--- src/rtl/lcd_arb_pkg.sv ---
// Shared types and constants for the LCD write arbiter.
// Holds FSM state and source encodings, default sizes and the character width.
package lcd_arb_pkg;

    localparam int CHAR_W    = 8;
    localparam int DEF_DEPTH = 4;
    localparam int DEF_GAP   = 2000;

    typedef enum logic [1:0] {
        ST_IDLE  = 2'd0,
        ST_ISSUE = 2'd1,
        ST_GAP   = 2'd2
    } state_t;

    typedef enum logic {
        SRC_PS2 = 1'b0,
        SRC_CPU = 1'b1
    } src_t;

endpackage

--- src/rtl/char_fifo.sv ---
// Small character FIFO, DEPTH x CHAR_W, synchronous push/pop, async reset.
// Ports: push_i/data_i in, pop_i/data_o out (head), full, empty, count, drop_o.
module char_fifo
    import lcd_arb_pkg::*;
#(
    parameter int DEPTH = DEF_DEPTH
) (
    input  logic                     clk_i,
    input  logic                     rst_ni,
    input  logic                     push_i,
    input  logic [CHAR_W-1:0]        data_i,
    input  logic                     pop_i,
    output logic [CHAR_W-1:0]        data_o,
    output logic                     full,
    output logic                     empty,
    output logic [$clog2(DEPTH):0]   count,
    output logic                     drop_o
);

    localparam int AW = $clog2(DEPTH);

    logic [CHAR_W-1:0] mem_q [DEPTH];
    logic [AW-1:0]     wr_q;
    logic [AW-1:0]     rd_q;
    logic [AW:0]       cnt_q;
    logic              do_push;
    logic              do_pop;

    assign full    = (cnt_q == (AW+1)'(DEPTH));
    assign empty   = (cnt_q == '0);
    assign count   = cnt_q;
    // Fullness is judged before any same-cycle pop, so a pop never rescues a push.
    assign do_push = push_i && !full;
    assign do_pop  = pop_i && !empty;
    assign drop_o  = push_i && full;
    assign data_o  = mem_q[rd_q];

    always_ff @(posedge clk_i) begin
        if (do_push) begin
            mem_q[wr_q] <= data_i;
        end
    end

    always_ff @(posedge clk_i or negedge rst_ni) begin
        if (!rst_ni) begin
            wr_q  <= '0;
            rd_q  <= '0;
            cnt_q <= '0;
        end else begin
            if (do_push) begin
                wr_q <= wr_q + 1'b1;
            end
            if (do_pop) begin
                rd_q <= rd_q + 1'b1;
            end
            unique case ({do_push, do_pop})
                2'b10:   cnt_q <= cnt_q + 1'b1;
                2'b01:   cnt_q <= cnt_q - 1'b1;
                default: cnt_q <= cnt_q;
            endcase
        end
    end

endmodule

--- src/rtl/lcd_write_arbiter.sv ---
// Shares the LCD character-write port between the PS2 keyboard and the CPU.
// In: clock, resetn, ps2 key/char, cpu write/data, ovf_clear. Out: lcd write, full/ovf/busy.
module lcd_write_arbiter
    import lcd_arb_pkg::*;
#(
    parameter int DEPTH = DEF_DEPTH,
    parameter int GAP   = DEF_GAP
) (
    input  logic              clock,
    input  logic              resetn,
    input  logic              ps2_key_pressed,
    input  logic [CHAR_W-1:0] ps2_out,
    input  logic              cpu_write_en,
    input  logic [31:0]       cpu_write_data,
    input  logic              ovf_clear,
    output logic              lcd_write_en,
    output logic [CHAR_W-1:0] lcd_write_data,
    output logic              cpu_full,
    output logic              ovf_ps2,
    output logic              ovf_cpu,
    output logic              busy
);

    localparam int CW = (GAP > 1) ? $clog2(GAP) : 1;

    state_t              state_q, state_d;
    src_t                last_q, last_d;
    src_t                gnt;
    logic [CW-1:0]       cnt_q, cnt_d;
    logic                wen_q, wen_d;
    logic [CHAR_W-1:0]   data_q, data_d;
    logic                ovf_ps2_q, ovf_ps2_d;
    logic                ovf_cpu_q, ovf_cpu_d;
    logic                ps2_key_q, ps2_prev_q;
    logic [CHAR_W-1:0]   ps2_data_q;
    logic                ps2_push;
    logic                pop_ps2, pop_cpu;
    logic [CHAR_W-1:0]   ps2_head, cpu_head;
    logic                ps2_full, ps2_empty, cpu_empty;
    logic                ps2_drop, cpu_drop;
    logic [$clog2(DEPTH):0] ps2_cnt, cpu_cnt;
    logic                unused_ok;

    // Edge detect works on the registered key, so the push lands one cycle
    // after the rise is sampled; the character is captured alongside it.
    assign ps2_push = ps2_key_q && !ps2_prev_q;

    char_fifo #(.DEPTH(DEPTH)) u_ps2_fifo (
        .clk_i  (clock),
        .rst_ni (resetn),
        .push_i (ps2_push),
        .data_i (ps2_data_q),
        .pop_i  (pop_ps2),
        .data_o (ps2_head),
        .full   (ps2_full),
        .empty  (ps2_empty),
        .count  (ps2_cnt),
        .drop_o (ps2_drop)
    );

    char_fifo #(.DEPTH(DEPTH)) u_cpu_fifo (
        .clk_i  (clock),
        .rst_ni (resetn),
        .push_i (cpu_write_en),
        .data_i (cpu_write_data[CHAR_W-1:0]),
        .pop_i  (pop_cpu),
        .data_o (cpu_head),
        .full   (cpu_full),
        .empty  (cpu_empty),
        .count  (cpu_cnt),
        .drop_o (cpu_drop)
    );

    assign unused_ok = ^{cpu_write_data[31:CHAR_W], ps2_cnt, cpu_cnt, ps2_full};

    always_comb begin
        state_d = state_q;
        cnt_d   = cnt_q;
        last_d  = last_q;
        wen_d   = 1'b0;
        data_d  = data_q;
        pop_ps2 = 1'b0;
        pop_cpu = 1'b0;
        gnt     = SRC_PS2;
        unique case (state_q)
            ST_IDLE: begin
                if (!ps2_empty || !cpu_empty) begin
                    if (ps2_empty) begin
                        gnt = SRC_CPU;
                    end else if (cpu_empty) begin
                        gnt = SRC_PS2;
                    end else begin
                        gnt = (last_q == SRC_PS2) ? SRC_CPU : SRC_PS2;
                    end
                    pop_ps2 = (gnt == SRC_PS2);
                    pop_cpu = (gnt == SRC_CPU);
                    data_d  = (gnt == SRC_PS2) ? ps2_head : cpu_head;
                    last_d  = gnt;
                    wen_d   = 1'b1;
                    state_d = ST_ISSUE;
                end
            end
            ST_ISSUE: begin
                cnt_d   = CW'(GAP - 1);
                state_d = ST_GAP;
            end
            ST_GAP: begin
                if (cnt_q == '0) begin
                    state_d = ST_IDLE;
                end else begin
                    cnt_d = cnt_q - 1'b1;
                end
            end
            default: state_d = ST_IDLE;
        endcase
    end

    // A drop in the same cycle as a clear keeps the flag set.
    assign ovf_ps2_d = (ovf_ps2_q && !ovf_clear) || ps2_drop;
    assign ovf_cpu_d = (ovf_cpu_q && !ovf_clear) || cpu_drop;

    always_ff @(posedge clock or negedge resetn) begin
        if (!resetn) begin
            state_q    <= ST_IDLE;
            last_q     <= SRC_CPU;
            cnt_q      <= '0;
            wen_q      <= 1'b0;
            data_q     <= '0;
            ovf_ps2_q  <= 1'b0;
            ovf_cpu_q  <= 1'b0;
            ps2_key_q  <= 1'b0;
            ps2_prev_q <= 1'b0;
            ps2_data_q <= '0;
        end else begin
            state_q    <= state_d;
            last_q     <= last_d;
            cnt_q      <= cnt_d;
            wen_q      <= wen_d;
            data_q     <= data_d;
            ovf_ps2_q  <= ovf_ps2_d;
            ovf_cpu_q  <= ovf_cpu_d;
            ps2_key_q  <= ps2_key_pressed;
            ps2_prev_q <= ps2_key_q;
            ps2_data_q <= ps2_out;
        end
    end

    assign lcd_write_en   = wen_q;
    assign lcd_write_data = data_q;
    assign ovf_ps2        = ovf_ps2_q;
    assign ovf_cpu        = ovf_cpu_q;
    assign busy           = (state_q != ST_IDLE) || !ps2_empty || !cpu_empty;

endmodule

--- config.mk ---
export PLATFORM = sky130hd
export DESIGN_NAME = lcd_write_arbiter
export DESIGN_NICKNAME = d
export VERILOG_FILES = /design/src/rtl/lcd_arb_pkg.sv /design/src/rtl/char_fifo.sv /design/src/rtl/lcd_write_arbiter.sv
export SDC_FILE = /design/constraint.sdc
export NUM_CORES = 1
export LEC_CHECK = 0
export ABC_CLOCK_PERIOD_IN_PS = 2750
export CAP_MARGIN = 20
export CORE_ASPECT_RATIO = 1.1
export CORE_MARGIN = 3
export CORE_UTILIZATION = 35
export CTS_CLUSTER_DIAMETER = 150
export DETAILED_ROUTE_END_ITERATION = 10
export MAX_ROUTING_LAYER = met4
export PLACE_DENSITY = 0.67
export SLEW_MARGIN = 20
export SYNTH_ARGS = -nofsm -noshare
export SYNTH_HDL_FRONTEND = slang
export SYNTH_HIERARCHICAL = 1
export SYNTH_SLANG_ARGS = --single-unit
--- constraint.sdc ---
create_clock -name clock -period 2.75 [get_ports clock]
set_input_delay 0.55 -clock clock [delete_from_list [all_inputs] [get_ports clock]]
set_output_delay 0.55 -clock clock [all_outputs]
set_load 0.005 [all_outputs]
== Yosys cells after proc, flatten, opt, wreduce, memory -nomap -nowiden ==
Memory sizes are Yosys's and may differ from the RTL's.
Cells that the tools add are included.

* Add/sub/neg operators: 9
* Multiply operators: 0
* Div/mod/pow operators: 0
* Order comparisons: 0
* Eq/ne operators: 11
* Shift operators: 0
* Muxes and demuxes: 23
* Bitwise operators: 1
* Reductions and logical operators: 31

{| class="wikitable"
|+ Operators with widths
! operator !! number
|-
| $pmux 11 s2 || 1
|-
| $mux 1 || 15
|-
| $pmux 3 s2 || 2
|-
| $logic_not 11->1 || 1
|-
| $mux 11 || 1
|-
| $sub 11x1->11 const B || 1
|-
| $logic_and 1x1->1 || 9
|-
| $add 2x1->2 const B || 4
|-
| $mux 8 || 1
|-
| $reduce_bool 2->1 || 4
|-
| $add 3x1->3 const B || 2
|-
| $eq 2x1->1 const B || 3
|-
| $eq 2x2->1 const B || 3
|-
| $eq 3x3->1 const B || 2
|-
| $logic_not 1->1 || 6
|-
| $logic_not 3->1 || 2
|-
| $ne 2x2->1 const B || 3
|-
| $pmux 2 s3 || 1
|-
| $reduce_and 2->1 || 3
|-
| $sub 3x1->3 const B || 2
|-
| $logic_or 1x1->1 || 5
|-
| $mux 2 || 2
|-
| $logic_not 2->1 || 1
|-
| $not 1->1 || 1
|}

* Flip-flop bits (word level): 49
* Latch bits: 0
* Memory bits (writable): 64
* Bits in read-only memories: 0
* Input bits: 45
* Word-level logic and storage cells: 93
* Memories: 2

{| class="wikitable"
|+ Memory list
! memory !! depth !! bits a word !! rd ports !! clocked after memory_dff !! wr ports !! line !! text
|-
| u_cpu_fifo.mem_q || 4 || 8 || 1 || 0 || 1 || char_fifo.sv:22 || <nowiki>logic [CHAR_W-1:0] mem_q [DEPTH];</nowiki>
|-
| u_ps2_fifo.mem_q || 4 || 8 || 1 || 0 || 1 || char_fifo.sv:22 ||
|}

== Logic depth before layout (Yosys ltp) ==
Gate-level depths: netlist (run 1).

* Depth in word-level cells: 11
* Depth in mapped cells: 11

== Hierarchy ==
Netlist (run 1), hierarchy kept.

{| class="wikitable"
|+ Modules (own cells, without submodules)
! module !! times used !! cells each !! area an instance (um2) !! sequential area each (um2)
|-
| char_fifo || 2 || 80 || 1595.3 || 1136.1
|-
| lcd_write_arbiter || 1 || 133 || 1480.2 || 877.1
|}

== Worst setup path before layout (run 1) ==
OpenSTA, ideal clock, no wires.

* Path type: flip-flop to flip-flop
* From: register u_ps2_fifo.cnt_q[0] (netlist: u_ps2_fifo/count[0])
* To: register u_cpu_fifo.cnt_q[2] (netlist: u_cpu_fifo/count[2])
* Data arrival time: 2.669 ns
* Data required time: 2.671 ns
* Slack: 0.002 ns
* Stages on the path, launching flop included: 12
* Path buffers: 1
* Clock period less this slack: 2.748 ns
* Cell sequence: dfrtp_1 -> nor3_1 -> o21bai_1 -> buf_1 -> and2_1 -> o31a_2 -> ha_1 -> inv_1 -> fa_1 -> xor2_1 -> nor2_1 -> xor2_1

* Word-level cells in the longest chain between the ends: 9

{| class="wikitable"
|+ RTL lines
! what !! line !! text
|-
| from (decl) || char_fifo.sv:25 || <nowiki>logic [AW:0] cnt_q;</nowiki>
|-
| from (signal assigned) || char_fifo.sv:57 || <nowiki>2'b10: cnt_q <= cnt_q + 1'b1;</nowiki>
|-
| from (signal assigned) || char_fifo.sv:58 || <nowiki>2'b01: cnt_q <= cnt_q - 1'b1;</nowiki>
|-
| from (signal assigned) || char_fifo.sv:59 || <nowiki>default: cnt_q <= cnt_q;</nowiki>
|-
| $logic_not 3->1 (*) || char_fifo.sv:30 || <nowiki>assign empty = (cnt_q == '0);</nowiki>
|-
| via ps2_empty || lcd_write_arbiter.sv:39 || <nowiki>logic ps2_full, ps2_empty, cpu_empty;</nowiki>
|-
| $mux 1 || lcd_write_arbiter.sv:88 || <nowiki>if (ps2_empty) begin</nowiki>
|-
| $mux 1 || lcd_write_arbiter.sv:87 || <nowiki>if (!ps2_empty || !cpu_empty) begin</nowiki>
|-
| $mux 1 || lcd_write_arbiter.sv:85 || <nowiki>unique case (state_q)</nowiki>
|-
| $mux 1 (*) || lcd_write_arbiter.sv:87 ||
|-
| $mux 1 (*) || lcd_write_arbiter.sv:85 ||
|-
| via pop_cpu || lcd_write_arbiter.sv:37 || <nowiki>logic pop_ps2, pop_cpu;</nowiki>
|-
| $logic_and 1x1->1 (*) || char_fifo.sv:34 || <nowiki>assign do_pop = pop_i && !empty;</nowiki>
|-
| via u_cpu_fifo.do_pop || char_fifo.sv:27 || <nowiki>logic do_pop;</nowiki>
|-
| $eq 2x1->1 / $eq 2x2->1 (equally long branches) || char_fifo.sv:56 || <nowiki>unique case ({do_push, do_pop})</nowiki>
|-
| $pmux 3 s2 / $reduce_bool 2->1 (equally long branches) || - ||
|-
| to (signal assigned) || char_fifo.sv:57 ||
|-
| to (signal assigned) || char_fifo.sv:58 ||
|-
| to (signal assigned) || char_fifo.sv:59 ||
|-
| to (decl) || char_fifo.sv:25 ||
|}

The timed path passes the listed nets; every way through them passes the cells marked *. The select of a mux whose other input is x is not followed.
A chain may end at the register's enable or synchronous reset.

== Worst setup path in the final report (run 1) ==
* From: register u_cpu_fifo.cnt_q[0] (netlist: u_cpu_fifo/count[0])
* To: register u_ps2_fifo.cnt_q[2] (netlist: u_ps2_fifo/count[2])

* Word-level cells in the longest chain between the ends: 11

{| class="wikitable"
|+ RTL lines
! what !! line !! text
|-
| $logic_not 3->1 (*) || char_fifo.sv:30 ||
|-
| via cpu_empty || lcd_write_arbiter.sv:39 ||
|-
| $mux 1 || lcd_write_arbiter.sv:90 || <nowiki>end else if (cpu_empty) begin</nowiki>
|-
| $mux 1 || lcd_write_arbiter.sv:88 ||
|-
| $mux 1 || lcd_write_arbiter.sv:87 ||
|-
| $mux 1 || lcd_write_arbiter.sv:85 ||
|-
| $not 1->1 || - ||
|-
| $mux 1 (*) || lcd_write_arbiter.sv:87 ||
|-
| $mux 1 (*) || lcd_write_arbiter.sv:85 ||
|-
| via pop_ps2 || lcd_write_arbiter.sv:37 ||
|-
| $logic_and 1x1->1 (*) || char_fifo.sv:34 ||
|-
| via u_ps2_fifo.do_pop || char_fifo.sv:27 ||
|-
| $eq 2x1->1 / $eq 2x2->1 (equally long branches) || char_fifo.sv:56 ||
|-
| $pmux 3 s2 / $reduce_bool 2->1 (equally long branches) || - ||
|}

Marks and branches as above.

==> results of run 1 <==
-- cell type report --
| cell class | count | area [um2] | area share |
|---|---|---|---|
| inverters | 15 | 56.30 | 0.009766 |
| clock inverters | 13 | 127.6 | 0.02214 |
| multi-input cells | 156 | 1420 | 0.2463 |
| repair buffers | 38 | 362.8 | 0.06293 |
| clock buffers | 19 | 452.9 | 0.07856 |
| flip-flops and latches | 113 | 3149 | 0.5462 |
| well taps | 157 | 196.4 | 0.03407 |
-- where the power goes --
| part | internal, mW | switching [mW] | total (mW) |
|---|---|---|---|
| logic | 0.923 | 0.761 | 1.68 |
| clock network | 1.30 | 0.783 | 2.08 |
| registers | 2.21 | 0.400 | 2.61 |
-- state kept, by name (all words and copies together) (netlist names), 3 cells and up --
| name | cells |
|---|---|
| lcd_write_data | 8 |
| cnt_q | 11 |
| ps2_data_q | 8 |
| u_ps2_fifo/mem_q | 32 |
| u_ps2_fifo/count | 3 |
| u_cpu_fifo/count | 3 |
| u_cpu_fifo/mem_q | 32 |
-- cells in the final DEF, fill, tap and decap left out, types with 6 or more instances in the layout --
master	synthesis	routed
clkdlybuf4s50_1	0	32
xor2_1	6	6
a21oi_1	12	12
ha_1	11	11
inv_1	15	15
edfxtp_1	64	64
nor3_1	7	7
clkbuf_16	0	17
or3_1	6	6
nor2_1	22	22
mux4_2	16	16
mux2i_1	12	12
dfrtp_1	48	48
xnor2_1	7	7
and2_1	10	10
-- path summary, 6_finish.rpt --
kind | start | end | slack [ps] | cells past startpoint
max | u_cpu_fifo/count[0] | u_ps2_fifo/count[2] | 280 | 10
min | resetn | ps2_data_q[3] | 120 | 1
max reg2reg | u_cpu_fifo/count[0] | u_ps2_fifo/count[2] | 280 | 10
min reg2reg | ps2_key_q | ps2_prev_q | 380 | 0
max in group asynchronous | resetn | last_q | 1850 | 2
min in group clock | ps2_key_q | ps2_prev_q | 380 | 0
-- worst max-delay path, cell delays in order, from the launching register on --
cell and delay (ps):
dfrtp_1 460, nor3_1 300, o21bai_1 140, nor3_1 220, o31a_2 240, ha_1 190, inv_1 60, fa_1 370
xor2_1 150, nor2_1 120, xor2_1 150
-- kinds of logic (layout without fill, tap and decap cells) --
group / after synthesis / after routing / synth area share
AO/OA/AOI/OAI: 31 / 31 / 0.04340
multiplexers: 30 / 30 / 0.1093
AND/OR/NAND/NOR: 69 / 69 / 0.08894
buffers and inverters: 24 / 85 / 0.02169
flip-flops: 113 / 113 / 0.6743
adder cells (fa/ha/maj): 13 / 13 / 0.03804
XOR/XNOR: 13 / 13 / 0.02438
-- metal layers --
metal	up-vias	track usage	part of all wire
met5	-	-	0
met4	0	0.04710	0.015
met3	12	0.04548	0.043
met2	51	0.1808	0.48
met1	1248	0.1601	0.47
li1	1188	-	-
-- metrics by stage --
stage                 util  std cells  setup WS (ps)  area [um2]  hold slack [ps]
global placement    0.4049        479          321.7        5185            375.2
CTS                 0.4503        511          262.2        5766            133.1
floorplan                -        293          2.057        4671            254.4
detailed placement  0.4049        479          277.7        5185            378.5
global route        0.4503        511          107.5        5766            160.0
finish              0.4503        511          277.5        5766            120.0
==> flow_metrics.env, run 1 <==
export IMPL_cts_resized=0
export IMPL_synth_seq_cells=113
export IMPL_synth_most_common_cell="edfxtp_1"
export IMPL_clock_skew_final_ps=10.93
export IMPL_drv_cap=0
export IMPL_power_density_nw_per_um2=1107
export IMPL_via_count=2499
export IMPL_synth_common_cells="edfxtp_1, dfrtp_1, nor2_1"
export IMPL_synth_largest_area_cell="edfxtp_1"
export IMPL_wire_per_inst_um=15.62
export IMPL_grt_pass1_vias=2588
export IMPL_arrival_ps=2800
export IMPL_syn_inst=293
export IMPL_cts_hold_buf=0
export IMPL_yosysWarnings=6
export IMPL_power_mw=6.380
export IMPL_finalHoldViolCount=0
export IMPL_cp_end_kind="flop"
export IMPL_power_leakage_nw=2.168
export IMPL_die_area_um2=14770
export IMPL_synth_edf_count=64
export IMPL_grt_setup_unrepaired="no"
export IMPL_cts_tree="yes"
export IMPL_drt_iter0_drc=186
export IMPL_crit_path_start_kind="flop"
export IMPL_antenna_left=0
export IMPL_htree_levels=4
export IMPL_place_congestion=0.8154
export IMPL_min_path_type="in -> async"
export IMPL_wirelength_um=7981
export IMPL_dr_pass1_iters=4
export IMPL_grt_max_degree=28
export IMPL_max_slew_worst_pin_slew_ps=603.1
export IMPL_vias_per_cell=4.890
export IMPL_root_buffer="clkbuf_16"
export IMPL_synthArstFlopShare=0.4336
export IMPL_synthesis_area_um2=4671
export IMPL_postCtsSetupRepairBufs=0
export IMPL_cp_max_fo=5
export IMPL_antenna_found_initial=0
export IMPL_area_delta_synth_final_pct=23.44
export IMPL_fp_dieW_um=116.1
export IMPL_synth_area_top_cells="edfxtp_1, dfrtp_1, mux4_2"
export IMPL_yosysSeqAreaShare=0.6743
export IMPL_grt_usage=0.1244
export IMPL_synthDistinctLibCells=46
export IMPL_cp_required_ps=3080
export IMPL_relSlewSlack=0.5979
export IMPL_antenna_cells=0
export IMPL_clk_insertion_delay_late_ps=410
export IMPL_fin_nets=399
export IMPL_clock_sinks=113
export IMPL_route_detailed_drc=0
export IMPL_syn_nets=351
export IMPL_slew_violations=0
export IMPL_outcome="complete, no violations"
export IMPL_clk_pin_slew_ps=60
export IMPL_synth_ff_type="edfxtp_1"
export IMPL_min_period_ps=2473
export IMPL_io_buffers=33
export IMPL_std_cell_rows=43
export IMPL_peakVddDrop_mv=0.5377
export IMPL_cts_made_buffers=17
export IMPL_start_util=0.3648
export IMPL_coreArea_um2=12800
export IMPL_max_freq_ghz=0.4044
export IMPL_crit_type="reg -> reg"
export IMPL_synth_avg_cell_area_um2=15.94
export IMPL_fp_dieH_um=127.2
export IMPL_cts_max_path_buffers=2
export IMPL_fillers=1128
export IMPL_finalSetupViolCount=0
export IMPL_drive_above_1_share=0.1893
export IMPL_yosysTopAreaCellShare=0.4115
export IMPL_fin_tns_setup_ps=0
export IMPL_io_pins=58
export IMPL_grt_overflow=0
export IMPL_grt_pass1_wl_um=13300
export IMPL_hpwl_um=5492
export IMPL_post_route_period_util=0.8991
(Power assumes the default switching activity.)
==> run 2: changes to the inputs <==
CORE_MARGIN = 5   (was 3)
==> flow_metrics.env, run 2 (synthesized netlist as in run 1, its figures left out) <==
export IMPL_cts_made_buffers=17
export IMPL_htree_levels=4
export IMPL_clock_skew_final_ps=5.536
export IMPL_relSlewSlack=0.5950
export IMPL_via_count=2518
export IMPL_grt_usage=0.1153
export IMPL_antenna_found_initial=0
export IMPL_arrival_ps=2730
export IMPL_root_buffer="clkbuf_16"
export IMPL_fp_dieH_um=131.2
export IMPL_path_delay_family="simple AND/OR/NAND/NOR gates"
export IMPL_cts_hold_buf=0
export IMPL_coreArea_um2=13160
export IMPL_grt_setup_unrepaired="no"
export IMPL_grt_max_degree=31
export IMPL_clk_insertion_delay_late_ps=400
export IMPL_vias_per_cell=4.889
export IMPL_outcome="complete, no violations"
export IMPL_regArea_um2=3149
export IMPL_top_regs="u_cpu_fifo/mem_q: 32 flops, u_ps2_fifo/mem_q: 32 flops, cnt_q: 11 flops"
export IMPL_grt_pass1_wl_um=13370
export IMPL_final_cell_mix="edfxtp_1, dfrtp_1, clkdlybuf4s50_1"
export IMPL_die_area_um2=15760
export IMPL_start_util=0.3550
export IMPL_area_delta_synth_final_pct=24.51
export IMPL_drt_iter0_drc=154
export IMPL_slew_violations=0
export IMPL_route_detailed_drc=0
export IMPL_cts_tree="yes"
export IMPL_fin_nets=399
export IMPL_antenna_cells=0
export IMPL_wirelength_um=8160
export IMPL_min_period_ps=2410
export IMPL_cp_end_kind="flop"
export IMPL_peakVddDrop_mv=0.4609
export IMPL_multiInputGateArea_um2=1420
export IMPL_max_slew_worst_pin_slew_ps=607.4
export IMPL_min_path_type="in -> async"
export IMPL_finalHoldViolCount=0
export IMPL_final_common_cell="edfxtp_1"
export IMPL_clock_sinks=113
export IMPL_place_congestion=0.7884
export IMPL_antenna_left=0
export IMPL_power_leakage_nw=2.189
export IMPL_postCtsSetupRepairBufs=0
export IMPL_cp_max_fo=5
export IMPL_stdcell_count=515
export IMPL_fillers=1159
export IMPL_fin_tns_setup_ps=0
export IMPL_clk_pin_slew_ps=60
export IMPL_finalSetupViolCount=0
export IMPL_drv_cap=0
export IMPL_hpwl_um=5632
export IMPL_dr_pass1_iters=4
export IMPL_crit_path_start_kind="flop"
export IMPL_io_buffers=33
export IMPL_slowest_stage="dfrtp_1"
export IMPL_crit_type="reg -> reg"
export IMPL_dpl_cell_area_um2=5190
export IMPL_power_density_nw_per_um2=1136
export IMPL_stdcell_area_um2=5816
export IMPL_cts_resized=0
export IMPL_cp_required_ps=3070
export IMPL_grt_pass1_vias=2689
export IMPL_crit_chain="nor3_1 -> o21bai_1 -> nor3_1 -> o31a_2 -> ha_1 -> inv_1 -> fa_1 -> xor2_1 -> nor2_1 -> xor2_1"
export IMPL_io_pins=58
export IMPL_cp_slowest_stage_delay_ps=450
export IMPL_wire_per_inst_um=15.84
export IMPL_drive_above_1_share=0.1836
export IMPL_worstPathBufferInverterCount=1
export IMPL_post_route_period_util=0.8764
export IMPL_std_cell_rows=44
export IMPL_cts_max_path_buffers=2
export IMPL_grt_overflow=0
export IMPL_dp_cells=483
export IMPL_fp_dieW_um=120.1
export IMPL_max_freq_ghz=0.4149
==> run 2: cell types whose count changed in the layout (fill, tap and decap cells not counted) <==
cell / delta
clkinv_2: +1
bufinv_16: +3
clkinv_4: -4
clkbuf_8: -1
clkinv_1: +1
inv_6: -1
clkbuf_1: +1
==> run 2: path summary, 6_finish.rpt <==
check | from | to | slack, ps | depth (start not counted)
max | u_cpu_fifo/count[0] | u_ps2_fifo/count[2] | 340 | 10
max in group asynchronous | resetn | ps2_data_q[6] | 1880 | 2
min | resetn | cnt_q[6] | 90 | 1
max reg2reg | u_cpu_fifo/count[0] | u_ps2_fifo/count[2] | 340 | 10
min reg2reg | ps2_key_q | ps2_prev_q | 380 | 0
min in group clock | ps2_key_q | ps2_prev_q | 380 | 0
==> run 2: per-stage QoR <==
step                      worst slack, ps  power (mW)    util  hold slack, ps
after floorplan                     2.057       3.759       -           254.4
after global placement              337.8       4.277  0.3944           357.3
after detailed placement            325.1       4.379  0.3944           375.9
after CTS                           309.3       6.700  0.4420           92.47
after global routing                121.8       7.001  0.4420           109.1
final                               339.9       6.604  0.4420           92.18
==> run 2: worst register-to-register path: stages (launching register included) <==
cell and delay, ps:
dfrtp_1 450, nor3_1 300, o21bai_1 130, nor3_1 200, o31a_2 230, ha_1 190
inv_1 60, fa_1 370, xor2_1 150, nor2_1 110, xor2_1 150
==> run 2: where the power goes <==
part	internal [mW]	switching, mW
sequential	2.21	0.397
combinational	0.924	0.780
clock	1.54	0.751
total	4.68	1.93
==> run 2: cell type report <==
| class | instances | area share |
|---|---|---|
| clock inverters | 13 | 0.03141 |
| well taps | 161 | 0.03464 |
| clock buffers | 19 | 0.07616 |
| multi-input cells | 156 | 0.2442 |
| flip-flops and latches | 113 | 0.5415 |
| repair buffers | 38 | 0.06239 |
| inverters | 15 | 0.009682 |
==> run 2: metal layers <==
layer | GRT usage | part of all wire | vias up
met3 | 0.03998 | 0.043 | 6
li1 | - | - | 1181
met4 | 0.04201 | 0.0088 | 0
met5 | - | 0 | -
met2 | 0.1881 | 0.53 | 41
met1 | 0.1314 | 0.42 | 1290
